[config.mk]
export PLATFORM = sky130hd
export DESIGN_NAME = multi_arg_parser
export DESIGN_NICKNAME = d
export VERILOG_FILES = /design/src/rtl/ArgParser_PKG.sv /design/src/rtl/Char_PKG.sv /design/src/rtl/FixedPointAccumulator.sv /design/src/rtl/multi_arg_parser.sv
export SDC_FILE = /design/constraint.sdc
export NUM_CORES = 1
export LEC_CHECK = 0
export CELL_PAD_IN_SITES_DETAIL_PLACEMENT = 1
export CELL_PAD_IN_SITES_GLOBAL_PLACEMENT = 1
export CORE_MARGIN = 3
export CORE_UTILIZATION = 35
export DETAILED_ROUTE_END_ITERATION = 8
export PLACE_DENSITY_LB_ADDON = 0.1
export REMOVE_ABC_BUFFERS = 1
export SYNTH_ARGS = -nofsm -noshare
export SYNTH_HDL_FRONTEND = slang
export SYNTH_SLANG_ARGS = --single-unit
[constraint.sdc]
create_clock -name clk -period 11.45 [get_ports clk]
set_input_delay 1.7175 -clock clk [delete_from_list [all_inputs] [get_ports clk]]
set_output_delay 1.7175 -clock clk [all_outputs]
set_load 0.01 [all_outputs]
[src/rtl/ArgParser_PKG.sv]
// Argument parser FSM states and the decimal fixed-point scale table.
package ArgParser_PKG;

    localparam int unsigned MAX_FRAC_DIGITS = 4;
    localparam int unsigned SCALE_W         = 14;

    typedef logic [SCALE_W-1:0] scale_t;

    typedef enum logic [3:0] {
        IDLE, REQ, WAIT_RD, DECODE, SIGN, INT, FRAC, SKIP, FINISH
    } state_t;

    localparam scale_t SCALE_TABLE [MAX_FRAC_DIGITS+1] = '{
        14'd1, 14'd10, 14'd100, 14'd1000, 14'd10000
    };

    // 10^k lookup; k beyond the table clamps to the largest entry
    function automatic scale_t pow10(input logic [2:0] k);
        pow10 = SCALE_TABLE[MAX_FRAC_DIGITS];
        for (int unsigned i = 0; i <= MAX_FRAC_DIGITS; i++) begin
            if (k == 3'(i)) pow10 = SCALE_TABLE[i];
        end
    endfunction

endpackage

[src/rtl/Char_PKG.sv]
// Shared ASCII character type, code points and classifiers.
package Char_PKG;

    typedef logic [7:0] Char_t;

    localparam Char_t CH_NL    = 8'h0A;
    localparam Char_t CH_SPACE = 8'h20;
    localparam Char_t CH_LPAR  = 8'h28;
    localparam Char_t CH_RPAR  = 8'h29;
    localparam Char_t CH_MINUS = 8'h2D;
    localparam Char_t CH_DOT   = 8'h2E;
    localparam Char_t CH_0     = 8'h30;
    localparam Char_t CH_SEMI  = 8'h3B;

    function automatic logic is_digit(input Char_t c);
        return (c >= 8'h30) && (c <= 8'h39);
    endfunction

    function automatic logic is_letter(input Char_t c);
        return ((c >= 8'h41) && (c <= 8'h5A)) || ((c >= 8'h61) && (c <= 8'h7A));
    endfunction

endpackage

[src/rtl/FixedPointAccumulator.sv]
// Decimal digit accumulator with fraction scaling, sign and saturation.
module FixedPointAccumulator
    import ArgParser_PKG::*;
#(
    parameter int unsigned NUM_BITS    = 16,
    parameter int unsigned FRAC_DIGITS = 2
) (
    input  logic                clk,
    input  logic                reset,
    input  logic                i_clr,
    input  logic                i_neg,
    input  logic                i_int_push,
    input  logic                i_frac_push,
    input  logic [3:0]          i_digit,
    output logic [NUM_BITS-1:0] o_value_c,
    output logic                o_too_big_c
);

    localparam int unsigned ACC_W = 2 * NUM_BITS;
    localparam int unsigned MAC_W = ACC_W + 4;
    localparam int unsigned SCL_W = ACC_W + SCALE_W;
    localparam int unsigned CNT_W = 3;

    logic [ACC_W-1:0] r_acc;
    logic [CNT_W-1:0] r_fcnt;
    logic             r_neg;

    logic [MAC_W-1:0]    w_mac;
    logic [ACC_W-1:0]    w_acc_next;
    logic                w_frac_room;
    logic [SCL_W-1:0]    w_scaled;
    logic [SCL_W-1:0]    w_limit;
    logic [NUM_BITS-1:0] w_mag;

    // acc*10+d with sticky saturation: once all-ones it stays all-ones
    assign w_mac       = MAC_W'(r_acc) * MAC_W'(10) + MAC_W'(i_digit);
    assign w_acc_next  = (|w_mac[MAC_W-1:ACC_W]) ? '1 : w_mac[ACC_W-1:0];
    assign w_frac_room = r_fcnt < CNT_W'(FRAC_DIGITS);

    always_ff @(posedge clk) begin
        if (reset || i_clr) begin
            r_acc  <= '0;
            r_fcnt <= '0;
            r_neg  <= 1'b0;
        end else begin
            if (i_neg) r_neg <= 1'b1;
            if (i_int_push) begin
                r_acc <= w_acc_next;
            end else if (i_frac_push && w_frac_room) begin
                r_acc  <= w_acc_next;
                r_fcnt <= r_fcnt + CNT_W'(1);
            end
        end
    end

    // Missing fraction digits are zero-padded by scaling up
    assign w_scaled    = SCL_W'(r_acc) * SCL_W'(pow10(CNT_W'(FRAC_DIGITS) - r_fcnt));
    assign w_limit     = r_neg ? (SCL_W'(1) << (NUM_BITS - 1))
                               : ((SCL_W'(1) << (NUM_BITS - 1)) - SCL_W'(1));
    assign o_too_big_c = w_scaled > w_limit;
    assign w_mag       = w_scaled[NUM_BITS-1:0];

    always_comb begin
        o_value_c = r_neg ? (~w_mag + NUM_BITS'(1)) : w_mag;
        if (o_too_big_c) begin
            o_value_c = r_neg ? {1'b1, {(NUM_BITS-1){1'b0}}} : {1'b0, {(NUM_BITS-1){1'b1}}};
        end
    end

endmodule

[src/rtl/multi_arg_parser.sv]
// Parses one line of "<title><signed decimal>" fields into fixed-point slots.
// Optional ARG_PARSER_COMMENT_SKIP_EN: ';' comments to newline, '(' ... ')' comments.
module multi_arg_parser
    import Char_PKG::*;
    import ArgParser_PKG::*;
#(
    parameter int unsigned NUM_BITS    = 16,
    parameter int unsigned FRAC_DIGITS = 2,
    parameter int unsigned NUM_ARGS    = 4
) (
    input  logic                         clk,
    input  logic                         reset,
    input  logic                         clk_en,
    input  logic                         trigger,
    output logic                         rdy,
    output logic                         done,
    output logic                         rd_trigger,
    input  logic                         rd_rdy,
    input  logic                         rd_done,
    input  logic                         is_empty,
    input  logic [7:0]                   char_in,
    input  logic [8*NUM_ARGS-1:0]        arg_titles,
    output logic [NUM_BITS*NUM_ARGS-1:0] args,
    output logic [NUM_ARGS-1:0]          arg_found,
    output logic [NUM_ARGS-1:0]          arg_too_big,
    output logic                         success,
    output logic                         is_newline
);

    localparam int unsigned SLOT_W = (NUM_ARGS > 1) ? $clog2(NUM_ARGS) : 1;

    state_t                      r_state;
    state_t                      r_ctx;
    Char_t                       r_char;
    logic                        r_char_vld;
    logic [SLOT_W-1:0]           r_slot;
    logic                        r_err;
    logic                        r_rdy;
    logic                        r_done;
    logic                        r_rd_trig;
    logic [NUM_BITS*NUM_ARGS-1:0] r_args;
    logic [NUM_ARGS-1:0]         r_found;
    logic [NUM_ARGS-1:0]         r_big;
    logic                        r_success;
    logic                        r_newline;
`ifdef ARG_PARSER_COMMENT_SKIP_EN
    logic                        r_cmt;
    Char_t                       r_cmt_end;
    logic                        w_cmt_set;
    logic                        w_cmt_keep;
    Char_t                       w_cmt_end;
`endif

    state_t              w_next;
    logic                w_idle, w_commit, w_err, w_nl, w_finish, w_sel, w_skip_plain;
    logic                w_acc_clr, w_acc_neg, w_acc_int, w_acc_frac;
    logic                w_match;
    logic [SLOT_W-1:0]   w_match_idx;
    logic                w_is_digit, w_is_letter, w_term;
    logic [3:0]          w_digit;
    logic [NUM_BITS-1:0] w_value;
    logic                w_too_big;

    assign w_is_digit  = is_digit(r_char);
    assign w_is_letter = is_letter(r_char);
    assign w_term      = (r_char == CH_SPACE) || w_is_letter || (r_char == CH_NL);
    assign w_digit     = 4'(r_char - CH_0);

    // Title lookup; descending loop so the lowest matching slot wins
    always_comb begin
        w_match     = 1'b0;
        w_match_idx = '0;
        for (int i = int'(NUM_ARGS) - 1; i >= 0; i--) begin
            if (r_char == arg_titles[8*i +: 8]) begin
                w_match     = 1'b1;
                w_match_idx = SLOT_W'(i);
            end
        end
    end

    // Per-character decode: actions for the current context plus the next context
    always_comb begin
        w_next       = r_state;
        w_idle       = 1'b0;
        w_commit     = 1'b0;
        w_err        = 1'b0;
        w_nl         = 1'b0;
        w_finish     = 1'b0;
        w_sel        = 1'b0;
        w_skip_plain = 1'b1;
        w_acc_clr    = 1'b0;
        w_acc_neg    = 1'b0;
        w_acc_int    = 1'b0;
        w_acc_frac   = 1'b0;
`ifdef ARG_PARSER_COMMENT_SKIP_EN
        w_cmt_set    = 1'b0;
        w_cmt_keep   = 1'b0;
        w_cmt_end    = r_cmt_end;
`endif
        case (r_state)
            IDLE:   w_acc_clr = trigger;
            DECODE: w_idle = 1'b1;
            SIGN: begin
                if (r_char == CH_MINUS) begin
                    w_acc_neg = 1'b1;
                end else if (w_is_digit) begin
                    w_acc_int = 1'b1;
                    w_next    = INT;
                end else if (w_term) begin
                    w_commit = 1'b1;
                    w_idle   = 1'b1;
                end else begin
                    w_err = 1'b1;
                end
            end
            INT: begin
                if (w_is_digit) begin
                    w_acc_int = 1'b1;
                end else if (r_char == CH_DOT) begin
                    w_next = FRAC;
                end else if (w_term) begin
                    w_commit = 1'b1;
                    w_idle   = 1'b1;
                end else begin
                    w_err = 1'b1;
                end
            end
            FRAC: begin
                if (w_is_digit) begin
                    w_acc_frac = 1'b1;
                end else if (w_term) begin
                    w_commit = 1'b1;
                    w_idle   = 1'b1;
                end else begin
                    w_err = 1'b1;
                end
            end
            SKIP: begin
`ifdef ARG_PARSER_COMMENT_SKIP_EN
                if (r_cmt) begin
                    w_skip_plain = 1'b0;
                    if (r_char == r_cmt_end) begin
                        if (r_char == CH_NL) w_idle = 1'b1;
                        else                 w_next = DECODE;
                    end else begin
                        w_cmt_keep = 1'b1;
                    end
                end
`endif
                if (w_skip_plain && !(w_is_digit || r_char == CH_DOT || r_char == CH_MINUS)) begin
                    w_idle = 1'b1;
                end
            end
            default: ;
        endcase

        // Idle-context rules, also applied to the character that ended a field
        if (w_idle) begin
            w_next = DECODE;
            if (r_char == CH_SPACE) begin
                w_next = DECODE;
            end else if (w_is_letter) begin
                if (w_match) begin
                    w_sel     = 1'b1;
                    w_acc_clr = 1'b1;
                    w_next    = SIGN;
                end else begin
                    w_next = SKIP;
                end
            end else if (r_char == CH_NL) begin
                w_nl     = 1'b1;
                w_finish = 1'b1;
`ifdef ARG_PARSER_COMMENT_SKIP_EN
            end else if (r_char == CH_SEMI) begin
                w_cmt_set = 1'b1;
                w_cmt_end = CH_NL;
                w_next    = SKIP;
            end else if (r_char == CH_LPAR) begin
                w_cmt_set = 1'b1;
                w_cmt_end = CH_RPAR;
                w_next    = SKIP;
`endif
            end else begin
                w_err = 1'b1;
            end
        end
    end

    FixedPointAccumulator #(
        .NUM_BITS    (NUM_BITS),
        .FRAC_DIGITS (FRAC_DIGITS)
    ) u_acc (
        .clk         (clk),
        .reset       (reset),
        .i_clr       (clk_en & w_acc_clr),
        .i_neg       (clk_en & w_acc_neg),
        .i_int_push  (clk_en & w_acc_int),
        .i_frac_push (clk_en & w_acc_frac),
        .i_digit     (w_digit),
        .o_value_c   (w_value),
        .o_too_big_c (w_too_big)
    );

    // Main FSM; pulses drop every clock, state only moves on enabled cycles
    always_ff @(posedge clk) begin
        if (reset) begin
            r_state    <= IDLE;
            r_ctx      <= DECODE;
            r_char     <= '0;
            r_char_vld <= 1'b0;
            r_slot     <= '0;
            r_err      <= 1'b0;
            r_rdy      <= 1'b1;
            r_done     <= 1'b0;
            r_rd_trig  <= 1'b0;
            r_args     <= '0;
            r_found    <= '0;
            r_big      <= '0;
            r_success  <= 1'b0;
            r_newline  <= 1'b0;
`ifdef ARG_PARSER_COMMENT_SKIP_EN
            r_cmt      <= 1'b0;
            r_cmt_end  <= '0;
`endif
        end else begin
            r_done    <= 1'b0;
            r_rd_trig <= 1'b0;
            if (r_state == WAIT_RD && rd_done) begin
                r_char     <= char_in;
                r_char_vld <= 1'b1;
            end
            if (clk_en) begin
                case (r_state)
                    IDLE: begin
                        if (trigger) begin
                            r_rdy     <= 1'b0;
                            r_ctx     <= DECODE;
                            r_err     <= 1'b0;
                            r_args    <= '0;
                            r_found   <= '0;
                            r_big     <= '0;
                            r_success <= 1'b0;
                            r_newline <= 1'b0;
`ifdef ARG_PARSER_COMMENT_SKIP_EN
                            r_cmt     <= 1'b0;
`endif
                            r_state   <= REQ;
                        end
                    end
                    REQ: begin
                        if (rd_rdy) begin
                            if (is_empty) begin
                                r_state <= FINISH;
                            end else begin
                                r_rd_trig <= 1'b1;
                                r_state   <= WAIT_RD;
                            end
                        end
                    end
                    WAIT_RD: begin
                        if (rd_done || r_char_vld) begin
                            r_char_vld <= 1'b0;
                            r_state    <= r_ctx;
                        end
                    end
                    DECODE, SIGN, INT, FRAC, SKIP: begin
                        r_ctx   <= w_next;
                        r_state <= w_finish ? FINISH : REQ;
                        if (w_err) r_err <= 1'b1;
                        if (w_nl)  r_newline <= 1'b1;
                        if (w_sel) r_slot <= w_match_idx;
`ifdef ARG_PARSER_COMMENT_SKIP_EN
                        r_cmt <= w_cmt_set | (r_cmt & w_cmt_keep);
                        if (w_cmt_set) r_cmt_end <= w_cmt_end;
`endif
                        if (w_commit) begin
                            r_args[int'(r_slot)*NUM_BITS +: NUM_BITS] <= w_value;
                            r_found[r_slot] <= 1'b1;
                            r_big[r_slot]   <= w_too_big;
                            if (r_found[r_slot]) r_err <= 1'b1;
                        end
                    end
                    FINISH: begin
                        r_success <= (|r_found) & ~(|r_big) & ~r_err;
                        r_done    <= 1'b1;
                        r_rdy     <= 1'b1;
                        r_state   <= IDLE;
                    end
                    default: r_state <= IDLE;
                endcase
            end
        end
    end

    assign rdy         = r_rdy;
    assign done        = r_done;
    assign rd_trigger  = r_rd_trig;
    assign args        = r_args;
    assign arg_found   = r_found;
    assign arg_too_big = r_big;
    assign success     = r_success;
    assign is_newline  = r_newline;

endmodule

* Word level (Yosys, flattened, before mapping)
Index checks and enable logic that the tools add are counted.
** Cells by class
- Add/subtract/negate cells :: 6
- Multipliers :: 2
- $lt $le $gt $ge :: 10
- Equality and inequality tests :: 25
- Shift operators :: 2
- Mux-type cells :: 103
- Bitwise operators :: 14
- Reduce and logical (&&, ||, !) cells :: 31
** Operator list (count)
- 64-bit 2-to-1 mux :: 2
- 64-bit one-hot mux with 2 select lines :: 1
- 32-bit 2-to-1 mux :: 3
- 14-bit 2-to-1 mux :: 5
- 64-bit bitwise mux :: 1
- 16-bit 2-to-1 mux :: 4
- 16-bit by 34-bit variable shift with 64-bit output, first input constant :: 1
- 16-bit by 34-bit indexed part select with 64-bit output :: 1
- 4-bit 2-to-1 mux :: 14
- 1-bit 2-to-1 mux :: 50
- 46-bit greater-than comparator :: 1
- 32-bit by 14-bit multiplier with 46-bit output :: 1
- 36-bit by 4-bit adder with 36-bit output :: 1
- 32-bit by 3-bit multiplier with 35-bit output, second input constant :: 1
- 6-bit negation with 34-bit output :: 1
- 8-bit == test :: 4
- 4-bit one-hot mux with 2 select lines :: 4
- 8-bit by 6-bit == test with 1-bit output, second input constant :: 3
- 16-bit by 1-bit adder with 16-bit output, second input constant :: 1
- 4-bit by 3-bit == test with 1-bit output, second input constant :: 4
- 8-bit by 7-bit >= comparator with 1-bit output, second input constant :: 2
- 8-bit by 7-bit less-or-equal comparator with 1-bit output, second input constant :: 2
- 16-bit NOT :: 1
- 4-bit one-hot mux with 4 select lines :: 1
- 39 further kinds :: 84
** Storage, ports and cells
- Register bits after elaboration :: 133
- Input bits :: 47
- Logic and storage cells :: 210

* Longest topological paths before layout
- Depth in word-level cells :: 17
- Mapped depth :: 39

* Cells and area by module
Synthesis repeated with hierarchy kept, for this count alone.
** Unflattened totals
- Cell total of the unflattened synthesis :: 2607
- Area total of the unflattened synthesis :: 22316.4 um2
** Modules (own cells, without submodules)
- FixedPointAccumulator :: times used 1, cells an instance 2170, area each 17971.0 um2, seq. area each 720.7 um2
- multi_arg_parser :: times used 1, cells an instance 437, area each 4345.4 um2, seq. area each 1941.9 um2

* Least setup slack after synthesis
OpenSTA, ideal clock, no wires.
- Kind :: register to register
- From :: register u_acc.r_fcnt[1]
- To :: register r_args[32] (netlist: args[32])
- Setup time :: 0.060 ns
- Arrival :: 8.439 ns
- Required time :: 11.390 ns
- Slack :: 2.951 ns
- Cell stages (with the launch flop) :: 35
- Period minus slack after synthesis :: 8.499 ns
- Path through :: dfxtp_1 > ha_1 > xnor2_1 > o41ai_1 > clkbuf_1 > and2_1 > fa_1 > inv_1 > fa_1 > inv_1 > fa_1 > inv_1 > fa_1 > inv_1 > fa_1 > inv_1 > fa_1 > inv_1 > ha_1 > and3_1 > nand3_1 > a211oi_1 > nor2_1 > xnor2_1 > ha_1 > a21o_1 > a21oi_1 > o21ai_0 > a211oi_1 > nand4_1 > nor4_4 > and3_2 > buf_6 > mux2i_1 > a22o_1
** Between the ends
- Cells in the longest elaborated chain, start to end :: 16
** RTL lines
- from (decl) :: RTL line FixedPointAccumulator.sv:25 : logic [CNT_W-1:0] r_fcnt;
- from (signal assigned) :: RTL line FixedPointAccumulator.sv:51 : r_fcnt <= r_fcnt + CNT_W'(1);
- 2-bit by 3-bit subtractor with 3-bit output * :: RTL line FixedPointAccumulator.sv:57 : assign w_scaled = SCL_W'(r_acc) * SCL_W'(pow10(CNT_W'(FRAC_DIGITS) - r_fcnt));
- 3-bit zero test :: RTL line ArgParser_PKG.sv:21 : if (k == 3'(i)) pow10 = SCALE_TABLE[i];
- 14-bit 2-to-1 mux (4 in series) :: RTL line ArgParser_PKG.sv:21
- 14-bit 2-to-1 mux * :: RTL line ArgParser_PKG.sv:21
- 32-bit by 14-bit multiplier with 46-bit output * :: RTL line FixedPointAccumulator.sv:57
- 16-bit NOT :: RTL line FixedPointAccumulator.sv:64 : o_value_c = r_neg ? (~w_mag + NUM_BITS'(1)) : w_mag;
- 16-bit by 1-bit adder with 16-bit output :: RTL line FixedPointAccumulator.sv:64
- 16-bit 2-to-1 mux :: RTL line FixedPointAccumulator.sv:64
- 16-bit 2-to-1 mux * :: RTL line FixedPointAccumulator.sv:65 : if (o_too_big_c) begin
- 16-bit by 34-bit indexed part select with 64-bit output * :: RTL line multi_arg_parser.sv:277 : r_args[int'(r_slot)*NUM_BITS +: NUM_BITS] <= w_value;
- 64-bit bitwise mux * :: RTL line multi_arg_parser.sv:277
- 64-bit 2-to-1 mux * :: RTL line multi_arg_parser.sv:276 : if (w_commit) begin
- 64-bit one-hot mux with 2 select lines * :: RTL line multi_arg_parser.sv:233 : case (r_state)
- to (signal, indexed assignment) :: RTL line multi_arg_parser.sv:277
- to (decl) :: RTL line multi_arg_parser.sv:41 : logic [NUM_BITS*NUM_ARGS-1:0] r_args;
Every way passes the cells marked *; elsewhere a longest branch is shown, timed or not. The select of a mux whose other input is x is not followed.
A chain may end at the register's enable or synchronous reset.

* Final worst setup path
- From :: register u_acc.r_fcnt[1]
- To :: register r_args[0] (netlist: args[0])
Same word-level chain as after synthesis.

==> flow_metrics.env <==
export IMPL_wl_per_cell_um=20.5
export IMPL_floorplan_initialDensity=0.356
export IMPL_ys_ff_latch=133
export IMPL_holdWs_ns=0.445
export IMPL_cts_buffers=17
export IMPL_timing_max_cap_violations=0
export IMPL_layout_cells_most_common="sky130_fd_sc_hd__inv_1"
export IMPL_maxSlewHeadroom=0.204
export IMPL_cell_area_synth_um2=22200
export IMPL_setup_skew_after_layout_ns=0.0139
export IMPL_unrepaired_setup_endpoints_after_global_routing="no"
export IMPL_grt_usage=0.218
export IMPL_timing_final_hold_violations=0
export IMPL_area_taken_by_multi_input_logic_gates_um2=17400
export IMPL_path_class="reg2reg"
export IMPL_final_period_utilization=0.922
export IMPL_cp_required_ns=11.85
export IMPL_dp_slack_ns=0.908
export IMPL_synth_async_sr_flop_share=0
export IMPL_post_route_drc_count=0
export IMPL_ys_seq_area_frac=0.120
export IMPL_top_cell_type_s_share_of_synthesized_area=0.266
export IMPL_worstPathArrival_ns=10.96
export IMPL_detail_route_vias_per_cell=5.35
export IMPL_worstMarginPinSlew_ns=1.19
export IMPL_ctsHtreeMaxLevel=4
export IMPL_ir_worst_vdd_uv=90.5
export IMPL_post_place_cells=3506
export IMPL_grt_start_max_net_pins=60
export IMPL_edff_count_synth=0
export IMPL_seq_area_um2=2660
export IMPL_post_synth_main_area_contributors="sky130_fd_sc_hd__fa_1, sky130_fd_sc_hd__ha_1, sky130_fd_sc_hd__dfxtp_1"
export IMPL_yosysUniqueCellTypes=87
export IMPL_die_height_um=258
export IMPL_crit_path_top_delay_cell="sky130_fd_sc_hd__and3_2"
export IMPL_critPathMaxStageDelay_ns=0.79
export IMPL_path_clk_slew_ns=0.06
export IMPL_yosys_warnings=0
export IMPL_post_cts_resize_count=0
export IMPL_gp_routability_congestion=0.846
export IMPL_number_of_global_route_vias_before_repair=20404
export IMPL_drt_initial_drc_count=923
export IMPL_report_final_setup_viol=0
export IMPL_flow_area_growth_from_synthesis_pct=11.4
export IMPL_hold_path_class="reg2reg"
export IMPL_globalRoute_totalOverflow=0
export IMPL_synthCells=2660
export IMPL_crit_path_max_fanout=32
export IMPL_dr_pass1_iters=5
export IMPL_finalWirelength_um=72500
export IMPL_row_count=91
export IMPL_postCtsSetupBuffers=0
export IMPL_dr_total_vias=18936
export IMPL_tritoncts="yes"
export IMPL_run_status="complete, no violations"
export IMPL_power_leakage_nw=11.8
export IMPL_fin_crit_ns=10.56
export IMPL_io_pin_count=124
export IMPL_portBuffers=123
export IMPL_mostFrequentLayoutCells="sky130_fd_sc_hd__inv_1, sky130_fd_sc_hd__nand2_1, sky130_fd_sc_hd__fa_1"
export IMPL_grt_pass1_wl_um=115000
export IMPL_netlist_top_cell_by_area="sky130_fd_sc_hd__fa_1"
export IMPL_core_um2=62200
export IMPL_post_dp_hpwl_um=59100
export IMPL_final_fill_count=7421
export IMPL_power_density_nw_per_um2=45.6
export IMPL_die_x_um=258
export IMPL_setup_worst_path_end_class="flop"
export IMPL_grt_antenna_before_repair=0
export IMPL_max_clock_freq_mhz=94.7
export IMPL_clock_root_buffer="sky130_fd_sc_hd__clkbuf_16"
export IMPL_slew_viol_final=0
export IMPL_clock_tree_buffer_depth=2
export IMPL_clock_latency_ns=0.46
export IMPL_postSynthAreaPerCell_um2=8.33
export IMPL_setup_ws_ns=0.893
export IMPL_postSynth_topFlopCell="sky130_fd_sc_hd__dfxtp_1"
export IMPL_count_of_nets_left_with_antenna_violations_after_detail_routing=0
export IMPL_cp_start_kind="flop"
export IMPL_fp_dieArea_um2=66400
export IMPL_clock_sinks=133
export IMPL_finish_cell_count_without_fillers=3539
export IMPL_final_setup_tns_ns=0
export IMPL_layout_nets=3257
export IMPL_layout_drive_gt1_share=0.0352
export IMPL_post_cts_hold_buffer_count=0
==> metrics by stage <==
stage | cell area (um2) | utilization | power, W
4_1_cts | 24700 | 0.397 | 0.00115
5_1_grt | 24700 | 0.397 | 0.00117
2_1_floorplan | 21600 | - | 0.000498
3_3_place_gp | 24100 | 0.387 | 0.000530
6_report | 24700 | 0.397 | 0.00113
3_5_place_dp | 24100 | 0.387 | 0.000531
==> cell type report <==
type	instances	area share
multi-input combinational	1978	0.705
sequential	133	0.108
inverter	419	0.0637
timing repair buffer	139	0.0545
tap	837	0.0424
clock buffer	18	0.0174
clock inverter	14	0.00861
antenna	1	0.000101
==> sequential cells by signal, summed over array words and instances, names as in the netlist, 2 cells and up <==
signal / cells
r_state: 4
r_char: 8
arg_found: 4
u_acc.r_acc: 32
u_acc.r_fcnt: 3
r_slot: 2
arg_too_big: 4
r_ctx: 4
args: 64
==> cell usage after synthesis, drive strengths merged, types with 4 or more instances <==
| library cell | instances |
|---|---|
| a2111oi | 4 |
| a211o | 6 |
| a211oi | 21 |
| a21boi | 13 |
| a21o | 34 |
| a21oi | 155 |
| a221oi | 7 |
| a22o | 25 |
| a22oi | 14 |
| a31oi | 26 |
| a32o | 4 |
| a32oi | 7 |
| a41oi | 11 |
| and2 | 110 |
| and3 | 18 |
| and4 | 11 |
| buf | 15 |
| clkbuf | 115 |
| dfxtp | 133 |
| fa | 295 |
| ha | 227 |
| inv | 419 |
| mux2i | 11 |
| nand2 | 305 |
| nand2b | 11 |
| nand3 | 50 |
| nand4 | 45 |
| nor2 | 96 |
| nor2b | 22 |
| nor3 | 36 |
| nor3b | 7 |
| nor4 | 17 |
| nor4b | 4 |
| o2111ai | 6 |
| o211a | 4 |
| o211ai | 19 |
| o21a | 21 |
| o21ai | 130 |
| o21bai | 11 |
| o221ai | 4 |
| o31ai | 6 |
| or2 | 12 |
| or3 | 16 |
| xnor2 | 70 |
| xor2 | 40 |
==> cell families after synthesis <==
group	share of synthesized area
AOI/OAI and AO/OA	0.167
muxes	0.00751
DFF	0.120
and+or+nand+nor	0.173
adders and majority gates	0.395
buffers and inverters	0.0950
xor gates and xnor gates	0.0435
==> final timing paths <==
kind / from / to / slack [ns] / cells after the start
setup / recovery: u_acc.r_fcnt[1]$_SDFFE_PP0P_ / args[0]$_SDFFE_PP0P_ / 0.89 / 33
hold / removal: args[50]$_SDFFE_PP0P_ / args[50]$_SDFFE_PP0P_ / 0.45 / 2
setup reg to reg: u_acc.r_fcnt[1]$_SDFFE_PP0P_ / args[0]$_SDFFE_PP0P_ / 0.89 / 33
hold reg to reg: args[50]$_SDFFE_PP0P_ / args[50]$_SDFFE_PP0P_ / 0.45 / 2
==> layer usage <==
layer | global-route usage | wire length (um) | vias to the layer above
met5 | 0 | 0 | -
met4 | 0.0402 | 779 | 0
met3 | 0.0316 | 2630 | 43
met2 | 0.361 | 33600 | 270
met1 | 0.305 | 35400 | 9677
li1 | - | - | 8946
==> worst max-delay path: cells and delay by family, from the launching register on <==
family	cells	cell delay, ns
simple gates	7	2.41
compound gates	7	1.36
buf+inv	7	0.56
fa+ha+maj	9	4.15
flops	1	0.37
mux	1	0.43
xor+xnor	2	1.15
==> report_power, final <==
| group | internal [W] | switching [W] |
|---|---|---|
| clock | 0.000371 | 0.000237 |
| combinational | 0.0000243 | 0.0000293 |
| sequential | 0.000464 | 0.00000263 |
| total | 0.000859 | 0.000268 |
Power figures use the tool's default switching activity.
